==> src/rtl/mem_port_arbiter.sv <==
// rtl/mem_port_arbiter.sv - fetch/load-store arbiter in front of one single-port memory
// MEM_ARB_RR_EN: round-robin on contention; undefined gives fixed load/store priority.
module mem_port_arbiter #(
   parameter int ADDR_W = 32,
   parameter int DATA_W = 32
) (
   input  logic              clk_i,
   input  logic              rst_i,
   input  logic              if_req_i,
   input  logic [ADDR_W-1:0] if_addr_i,
   output logic              if_gnt_o,
   output logic              if_rvalid_o,
   output logic [DATA_W-1:0] if_rdata_o,
   input  logic              ls_req_i,
   input  logic              ls_wr_en_i,
   input  logic [ADDR_W-1:0] ls_addr_i,
   input  logic [DATA_W-1:0] ls_wdata_i,
   output logic              ls_gnt_o,
   output logic              ls_rvalid_o,
   output logic [DATA_W-1:0] ls_rdata_o,
   output logic              mem_req_o,
   output logic              mem_wr_en_o,
   output logic [ADDR_W-1:0] mem_addr_o,
   output logic [DATA_W-1:0] mem_wdata_o,
   input  logic              mem_ready_i,
   input  logic [DATA_W-1:0] mem_rdata_i,
   output logic              stall_o
);
   localparam logic [1:0] IDLE    = 2'd0;
   localparam logic [1:0] IF_BUSY = 2'd1;
   localparam logic [1:0] LS_BUSY = 2'd2;

   logic [1:0]        state_q, state_d;
   logic [ADDR_W-1:0] addr_q, addr_d;
   logic              wr_en_q, wr_en_d;
   logic [DATA_W-1:0] wdata_q, wdata_d;
   logic [DATA_W-1:0] if_rdata_q, if_rdata_d;
   logic [DATA_W-1:0] ls_rdata_q, ls_rdata_d;
   logic              if_rvalid_q, if_rvalid_d;
   logic              ls_rvalid_q, ls_rvalid_d;
   logic              idle, ls_wins, if_gnt, ls_gnt;

   assign idle = (state_q == IDLE);

`ifdef MEM_ARB_RR_EN
   // last_owner_q: 0 = fetch, 1 = load/store; the other side wins the next contention
   logic last_owner_q, last_owner_d;
   assign ls_wins      = ls_req_i & (~if_req_i | ~last_owner_q);
   assign last_owner_d = ls_gnt ? 1'b1 : (if_gnt ? 1'b0 : last_owner_q);

   always_ff @(posedge clk_i or posedge rst_i) begin
      if (rst_i) last_owner_q <= 1'b0;
      else       last_owner_q <= last_owner_d;
   end
`else
   assign ls_wins = ls_req_i;
`endif

   assign ls_gnt = ~rst_i & idle & ls_wins;
   assign if_gnt = ~rst_i & idle & if_req_i & ~ls_wins;

   always_comb begin
      state_d     = state_q;
      addr_d      = addr_q;
      wr_en_d     = wr_en_q;
      wdata_d     = wdata_q;
      if_rdata_d  = if_rdata_q;
      ls_rdata_d  = ls_rdata_q;
      if_rvalid_d = 1'b0;
      ls_rvalid_d = 1'b0;
      case (state_q)
         IDLE: begin
            if (ls_gnt) begin
               state_d = LS_BUSY;
               addr_d  = ls_addr_i;
               wr_en_d = ls_wr_en_i;
               wdata_d = ls_wdata_i;
            end else if (if_gnt) begin
               state_d = IF_BUSY;
               addr_d  = if_addr_i;
               wr_en_d = 1'b0;
               wdata_d = ls_wdata_i;
            end
         end
         IF_BUSY: begin
            if (mem_ready_i) begin
               if_rdata_d  = mem_rdata_i;
               if_rvalid_d = 1'b1;
               state_d     = IDLE;
            end
         end
         LS_BUSY: begin
            if (mem_ready_i) begin
               if (!wr_en_q) ls_rdata_d = mem_rdata_i;
               ls_rvalid_d = 1'b1;
               state_d     = IDLE;
            end
         end
         default: state_d = IDLE;
      endcase
   end

   always_ff @(posedge clk_i or posedge rst_i) begin
      if (rst_i) begin
         state_q     <= IDLE;
         addr_q      <= '0;
         wr_en_q     <= 1'b0;
         wdata_q     <= '0;
         if_rdata_q  <= '0;
         ls_rdata_q  <= '0;
         if_rvalid_q <= 1'b0;
         ls_rvalid_q <= 1'b0;
      end else begin
         state_q     <= state_d;
         addr_q      <= addr_d;
         wr_en_q     <= wr_en_d;
         wdata_q     <= wdata_d;
         if_rdata_q  <= if_rdata_d;
         ls_rdata_q  <= ls_rdata_d;
         if_rvalid_q <= if_rvalid_d;
         ls_rvalid_q <= ls_rvalid_d;
      end
   end

   assign if_gnt_o    = if_gnt;
   assign ls_gnt_o    = ls_gnt;
   assign if_rvalid_o = if_rvalid_q;
   assign ls_rvalid_o = ls_rvalid_q;
   assign if_rdata_o  = if_rdata_q;
   assign ls_rdata_o  = ls_rdata_q;
   assign mem_req_o   = ~idle;
   assign mem_wr_en_o = ~idle & wr_en_q;
   assign mem_addr_o  = addr_q;
   assign mem_wdata_o = wdata_q;
   // Reset masks the pending-request terms so stall drops the moment rst_i rises
   assign stall_o     = ~rst_i & (~idle | (if_req_i & ~if_gnt) | (ls_req_i & ~ls_gnt));
endmodule

==> config.mk <==
export PLATFORM = sky130hd
export DESIGN_NAME = mem_port_arbiter
export DESIGN_NICKNAME = d
export VERILOG_FILES = /design/src/rtl/mem_port_arbiter.sv
export SDC_FILE = /design/constraint.sdc
export NUM_CORES = 1
export LEC_CHECK = 0
export BUFFER_PORTS_ARGS = -buffer_cell sky130_fd_sc_hd__buf_4
export CORE_MARGIN = 2
export CORE_UTILIZATION = 40
export DETAILED_ROUTE_END_ITERATION = 10
export PLACE_DENSITY = 0.7
export SLEW_MARGIN = 20
export SYNTH_ARGS = -nofsm -noshare
export SYNTH_HDL_FRONTEND = slang
export SYNTH_SLANG_ARGS = --single-unit
export TNS_END_PERCENT = 20
==> constraint.sdc <==
create_clock -name clk_i -period 5.1 [get_ports clk_i]
set_input_delay 1.02 -clock clk_i [delete_from_list [all_inputs] [get_ports clk_i]]
set_output_delay 1.02 -clock clk_i [all_outputs]
set_load 0.05 [all_outputs]
=== Yosys cells after proc, flatten, opt, wreduce, memory -nomap -nowiden ===
Cells that the tools add are included.

* Register bits after elaboration: 133
* Input bits: 134
* Output and inout port bits: 135
* Word-level logic and storage cells: 48

* Eq/ne operators: 4
* Muxes and demuxes: 13
* Bitwise operators: 16
* Reduce and logical (&&, ||, !) cells: 7

{| class="wikitable"
|+ Operators by type and width
! operator !! number
|-
| $mux W32 || 4
|-
| $and A1 B1 Y1 || 8
|-
| $mux W2 || 3
|-
| $not A1 Y1 || 6
|-
| $reduce_and A2 Y1 || 3
|-
| $mux W1 || 5
|-
| $pmux W2 S2 || 1
|-
| $ne A3 B1 Y1 const B || 1
|-
| $reduce_and A3 Y1 || 1
|-
| $eq A2 B1 Y1 const B || 1
|-
| $eq A2 B2 Y1 const B || 1
|-
| $logic_not A2 Y1 || 1
|-
| $ne A2 B1 Y1 const B || 1
|-
| $or A1 B1 Y1 || 2
|-
| $reduce_bool A2 Y1 || 1
|-
| $reduce_or A2 Y1 || 1
|}

=== Depth between registers and ports, before layout ===
Gate-level depths: netlist (run 1).

* Depth in word-level cells: 9
* Gate-level depth with buffers: 8
* Gate-level depth less buffers: 5

=== Worst setup path before layout (run 1) ===
No wires, ideal clock.

* Path type: input to output
* From: input rst_i
* To: output if_gnt_o
* Arrival: 2.628 ns
* Required time: 4.080 ns
* Slack: 1.452 ns
* Stages: 4
* Path buffers: 2
* Cells stage by stage: nand2b_1 buf_6 buf_2 nor3b_1

* Cells in the longest elaborated chain, start to end: 4

{| class="wikitable"
|+ Ends and longest elaborated chain
! what !! line !! text
|-
| start, declared || 8 || <nowiki>input logic rst_i,</nowiki>
|-
| $not A1 Y1 || 60 || <nowiki>assign if_gnt = ~rst_i & idle & if_req_i & ~ls_wins;</nowiki>
|-
| $and A1 B1 Y1 (3 in series) || 60 ||
|-
| end, declared || 11 || <nowiki>output logic if_gnt_o,</nowiki>
|}

No other way between the ends.

=== Worst setup path after layout (run 1) ===
* From: register state_q[0]
* To: output if_gnt_o

* Cells in the longest elaborated chain, start to end: 4

{| class="wikitable"
|+ Ends and longest elaborated chain
! what !! line !! text
|-
| start, declared || 33 || <nowiki>logic [1:0] state_q, state_d;</nowiki>
|-
| start signal, assigned || 114 || <nowiki>state_q <= state_d;</nowiki>
|-
| $logic_not A2 Y1 || 43 || <nowiki>assign idle = (state_q == IDLE);</nowiki>
|-
| $and A1 B1 Y1 (3 in series) || 60 ||
|}

No other way between the ends.

==> results.txt, run 1 <==
Distinct cells, synth -> 28
worst flop-to-flop path endpoint -> mem_wdata_o[30]$_DFFE_PP0P_
Synth top area share -> 56.4%
Synth area leaders -> dfrtp_1, mux2_2, mux2_4, a221o_1, nand4b_1
Worst Skew -> 12.5 ps
Post-Syn Area -> 0.00590 mm^2
Worst R2R Setup Slack -> 2470 ps
synth warn -> 0
Final period util -> 65.1%
Layout area overhead -> 44.7%
post_cts resized -> 0
critical path arrival -> 2300 ps
met3 wire len -> 1.32 mm
Worst Reg-to-Reg Cells -> 7
WP depth -> 7
Reg clk slew, reported paths -> 60 ps
worst vdd ir -> 0.000326 V
Crit Path Class -> register to output pin
H-tree Lvls -> 4
ys async rst share -> 100%
DR vias -> 4,553
CTS tree -> built
cell count after synthesis -> 420
Chip Width -> 125 um
Pwr Density -> 829 mW/mm^2
IO Count -> 269
CTS Buf Count -> 17
Post CTS Setup Buffer Count -> 0
Via density -> 5.20
cell taking the most area after synthesis -> dfrtp_1
Final GP Congestion -> 0.821
DRT antenna net count -> 0
dpl ws -> 1920 ps
vias in the first global route -> 4,795
final-stage net count -> 816
DP HPWL -> 11.3 mm
Worst EP required -> 4080 ps
fin util -> 59.0%
Site Rows -> 44
Detailed Routing Iterations Pass 1 -> 4
DR WL/cell -> 18.1 um
Setup Viol. Count Final -> 0
Worst-Margin Slew -> 794 ps
Critical Path Source -> state_q[0]$_DFFE_PP0P_
crit-path max FO -> 37
Die ar. -> 0.0157 mm^2
ys flop type -> dfrtp_1
net count after synthesis -> 557
Core Region -> 0.0145 mm^2
PortBufs -> 268
Final Instance Count excl. Fillers -> 876
Hold Buf Count CTS -> 0
Lkg Pwr -> 4.06 nW
clk sink count -> 133
gr usage total -> 20.3%
total wire length -> 15.8 mm
placed insts -> 844
DRC Markers -> 0
Final WS setup -> 1780 ps
post-synthesis sequential area ratio -> 56.4%
Crit. End Element -> output pin
Crit path max-delay family -> buffers and inverters
initial antenna violation count -> 0
root buffer cell -> clkbuf_16
Worst Path Buf+Inv -> 4
Critical Path End -> if_gnt_o
Startpoint Class -> register
largest net degree at the start of global routing -> 68
Max Fclk -> 0.301 GHz
starting density of the core -> 40.8%
max_cap viols -> 0
CTS Buffer Depth -> 2
uppermost layer routed -> met4
metal2 WL -> 7.75 mm
met1 WL -> 6.53 mm
unrepaired setup endpoints after global routing -> false
fin crit period -> 3320 ps
crit-path most repeated cell -> buf_4
status -> completed
n_diodes -> 0
setup TNS -> 0 ps
Slew Limit Fails -> 0
Syn Area/Cell -> 14.1 um^2
Post-synth EDFFs -> 0
Final Hold Vio Count -> 0
first-pass GRT wire length -> 25.2 mm
worst skew pair latency -> 410 ps
flops & latches, synth -> 133
worst rel slew slack -> 47.0%
Min-Delay Path Class -> register to register
crit path max-delay cell type -> dfrtp_1
CP cell instances -> inv_1, ha_1, buf_4, nand2b_1, buf_4, nor3b_1, buf_4
DR iter-0 viols -> 258
Die H -> 125 um
CP peak stage delay -> 400 ps
share of cells above drive strength 1 -> 58.5%
R2R Path Start -> state_q[0]$_DFFE_PP0P_
gr ovfl total -> 0
[synthesized netlist by cell type, types with 2 or more instances]
master / number
dfrtp_1: 133
mux2_2: 68
a21oi_1: 33
nand2b_1: 33
a221o_1: 32
nand4b_1: 32
mux2_4: 28
buf_2: 16
clkbuf_1: 8
inv_1: 6
buf_6: 5
nand2_1: 4
buf_12: 3
ha_1: 3
buf_1: 2
nor2_1: 2
[flip-flops by register name, indices dropped and copies added (netlist names)]
signal / count
mem_wdata_o: 32
state_q: 2
ls_rvalid_o: 1
if_rvalid_o: 1
mem_addr_o: 32
if_rdata_o: 32
ls_rdata_o: 32
wr_en_q: 1
[area by class of cell]
type | instances | area, um^2
fillers | 1169 | 5940
flip-flops and latches | 133 | 3330
multi-input cells | 246 | 2310
repair buffers | 275 | 2060
clock buffers | 20 | 457
well taps | 184 | 230
clock inverters | 12 | 128
inverters | 6 | 25.0
[worst reg2reg max path, stage by stage, from the launching register on]
cell	delay, ps
dfrtp_1	400
inv_1	100
ha_1	150
buf_4	360
nand2b_1	100
buf_4	280
nor2_8	690
mux2_2	440
[metrics by stage]
step                      hold slack, ps  total power, W  area (um^2)
after CTS                            507         0.00712         8540
after floorplan                      489         0.00470         5900
after global routing                 516         0.00737         8540
after detailed placement             494         0.00591         7960
final                                503         0.00708         8540
after global placement               489         0.00583         7960
[report_power, final]
part           internal [W]  total (W)  leakage, nW  switching (W)
clock              0.000743    0.00120        0.278       0.000455
combinational       0.00135    0.00395         2.19        0.00260
sequential          0.00159    0.00193         1.59       0.000337
total               0.00368    0.00708         4.06        0.00339
[worst min path at each step]
stage / cells after the start / slack (ps) / from / to
floorplan: 1 / 490 / state_q[0]$_DFFE_PP0P_ / state_q[0]$_DFFE_PP0P_
global placement: 1 / 490 / ls_rdata_o[3]$_DFFE_PP0P_ / ls_rdata_o[3]$_DFFE_PP0P_
detailed placement: 1 / 490 / mem_wdata_o[26]$_DFFE_PP0P_ / mem_wdata_o[26]$_DFFE_PP0P_
CTS: 1 / 510 / ls_rdata_o[11]$_DFFE_PP0P_ / ls_rdata_o[11]$_DFFE_PP0P_
global route: 1 / 520 / ls_rdata_o[22]$_DFFE_PP0P_ / ls_rdata_o[22]$_DFFE_PP0P_
finish: 1 / 500 / ls_rdata_o[19]$_DFFE_PP0P_ / ls_rdata_o[19]$_DFFE_PP0P_
[kinds of logic (layout without fill, tap and decap cells)]
family | after synthesis | count (layout) | synth area share, %
AND/OR/NAND/NOR | 78 | 78 | 9.65
multiplexers | 97 | 97 | 20.3
adder cells (fa/ha/maj) | 3 | 3 | 0.636
buffers and inverters | 41 | 313 | 4.47
flip-flops | 133 | 133 | 56.4
AO/OA/AOI/OAI | 68 | 68 | 8.59
[cell usage in the layout (no fill, tap or decap), types with 5 or more instances in the layout]
master       n
a21oi_1     33
a221o_1     32
buf_4      275
clkbuf_16   17
dfrtp_1    133
inv_1        5
mux2_2      68
mux2_4      28
nand2b_1    33
nand4b_1    32
[routing by layer]
layer,track usage [%],vias up
met3,7.45,17
met2,34.1,215
li1,-,2071
met5,0,-
met4,6.73,0
met1,24.2,2250
No activity file was read; power rests on OpenSTA's default activity.
==> run 2: changes to the inputs <==
--- a/config.mk
+++ b/config.mk
@@ -9,7 +9,7 @@
 export CORE_MARGIN = 2
 export CORE_UTILIZATION = 40
 export DETAILED_ROUTE_END_ITERATION = 10
-export PLACE_DENSITY = 0.7
+export PLACE_DENSITY = 0.73
 export SLEW_MARGIN = 20
 export SYNTH_ARGS = -nofsm -noshare
 export SYNTH_HDL_FRONTEND = slang
==> constraint.sdc (replaced) <==
create_clock -name clk_i -period 3 [get_ports clk_i]
set_input_delay 0.6 -clock clk_i [delete_from_list [all_inputs] [get_ports clk_i]]
set_output_delay 0.6 -clock clk_i [all_outputs]
set_load 0.05 [all_outputs]
==> run 2 against run 1 <==
  * Combinational power up 70%
  * Via count down 0.57%
  * Clock-buffer cell count up 2
  * Global-route usage down 0.71 points
==> results.txt, run 2 (synthesis results as in run 1) <==
status -> completed
DRT antenna net count -> 0
post_cts resized -> 0
Post CTS Setup Buffer Count -> 0
DRC Markers -> 0
Worst EP required -> 2400 ps
PortBufs -> 268
gr ovfl total -> 0
Setup Viol. Count Final -> 0
Internal -> 0.00633 W
Crit. End Element -> output pin
worst skew pair latency -> 410 ps
Worst Skew -> 7.16 ps
final-stage net count -> 821
R2R Path Start -> state_q[1]$_DFFE_PP0P_
Die H -> 125 um
Pwr Density -> 1400 mW/mm^2
worst vdd ir -> 0.000684 V
Die ar. -> 0.0157 mm^2
largest net degree at the start of global routing -> 77
DP HPWL -> 11.4 mm
Final period util -> 86.0%
Core Region -> 0.0145 mm^2
Final Instance Count excl. Fillers -> 881
Critical Path Source -> state_q[1]$_DFFE_PP0P_
DR vias -> 4,527
Startpoint Class -> register
total wire length -> 15.6 mm
DR WL/cell -> 17.7 um
Min-Delay Path Class -> primary input to register
Chip Width -> 125 um
initial antenna violation count -> 0
DR iter-0 viols -> 200
fin util -> 59.5%
Detailed Routing Iterations Pass 1 -> 4
IO Count -> 269
Final WS setup -> 421 ps
Via density -> 5.14
hold_sp -> ls_wr_en_i
crit-path max FO -> 9
Reg clk slew, reported paths -> 50 ps
Layout area overhead -> 46.0%
most common cell after layout, fill and taps aside -> buf_4
Hold Buf Count CTS -> 0
n_diodes -> 0
Site Rows -> 44
Final Hold Vio Count -> 0
unrepaired setup endpoints after global routing -> false
Lkg Pwr -> 4.09 nW
clock power share -> 17.1%
root buffer cell -> clkbuf_16
starting density of the core -> 40.8%
Seq pwr share -> 27.3%
CTS tree -> built
share of cells above drive strength 1 -> 58.8%
dpl ws -> 673 ps
most frequent cells in the layout -> buf_4, dfrtp_1, mux2_2, nand2b_1, a21oi_1
worst rel slew slack -> 52.8%
clk sink count -> 133
CTS Buffer Depth -> 2
gr usage total -> 19.6%
Worst-Margin Slew -> 708 ps
max_cap viols -> 0
Final GP Congestion -> 0.802
vias in the first global route -> 4,714
Hold WS -> 406 ps
H-tree Lvls -> 4
combinational fraction of design power -> 55.5%
CTS Buf Count -> 17
switching pwr -> 0.00574 W
setup TNS -> 0 ps
Crit Path Class -> register to output pin
first-pass GRT wire length -> 24.6 mm
critical path arrival -> 1980 ps
Max Fclk -> 0.388 GHz
fin crit period -> 2580 ps
switching share of total power -> 47.6%
placed insts -> 849
Slew Limit Fails -> 0
run 2: cell types whose count changed in the layout (fill, tap and decap cells not counted), sizes merged:
cell | before | now
clkinv | 5 | 3
buf | 275 | 280
inv | 7 | 6
clkinvlp | 4 | 5
clkbuf | 20 | 22
run 2: metrics by stage:
stage	total power, W	instance area, um^2
final	0.0121	8610
after global routing	0.0126	8610
after CTS	0.0122	8610
after detailed placement	0.0101	8010
after global placement	0.00994	8010
after floorplan	0.00800	5910
run 2: final cells by class:
class                      count  area [um^2]
clock buffer                  22          484
clock inverter                10          121
fill                        1176         5860
inverter                       6         26.3
multi-input combinational    246         2310
sequential                   133         3330
tap                          184          230
timing repair buffer         280         2110
run 2: worst max-delay path, stage by stage, from the launching register on:
cell and delay, ps:
dfrtp_1 390, inv_1 110, ha_1 190, nand2b_1 290
nor3b_1 350, buf_4 250
run 2: final timing paths:
path                                         endpoint  slack [ps]  cells after the start
hold / removal                    wr_en_q$_DFFE_PP0P_         410                      3
hold reg to reg             if_rdata_o[4]$_DFFE_PP0P_         500                      1
max in group asynchronous  if_rdata_o[27]$_DFFE_PP0P_        1780                      4
setup / recovery                             if_gnt_o         420                      5
min in group asynchronous  mem_addr_o[20]$_DFFE_PP0P_         570                      4
setup reg to reg           mem_wdata_o[0]$_DFFE_PP0P_         790                      6
run 2: power groups by stage:
stage	Sequential [W]	Clock [W]	Combinational, W
final	0.00330	0.00207	0.00670
after global routing	0.00341	0.00220	0.00695
after CTS	0.00330	0.00211	0.00676
after detailed placement	0.00331	0	0.00675
after global placement	0.00328	0	0.00666
after floorplan	0.00633	0	0.00167
run 2: per-layer routing:
metal	GRT usage [%]	part of all wire, %	vias up
met5	0	0	-
met4	6.47	1.1	0
met3	6.50	8.6	14
met2	33.9	50	201
met1	22.9	40	2240
li1	-	-	2072
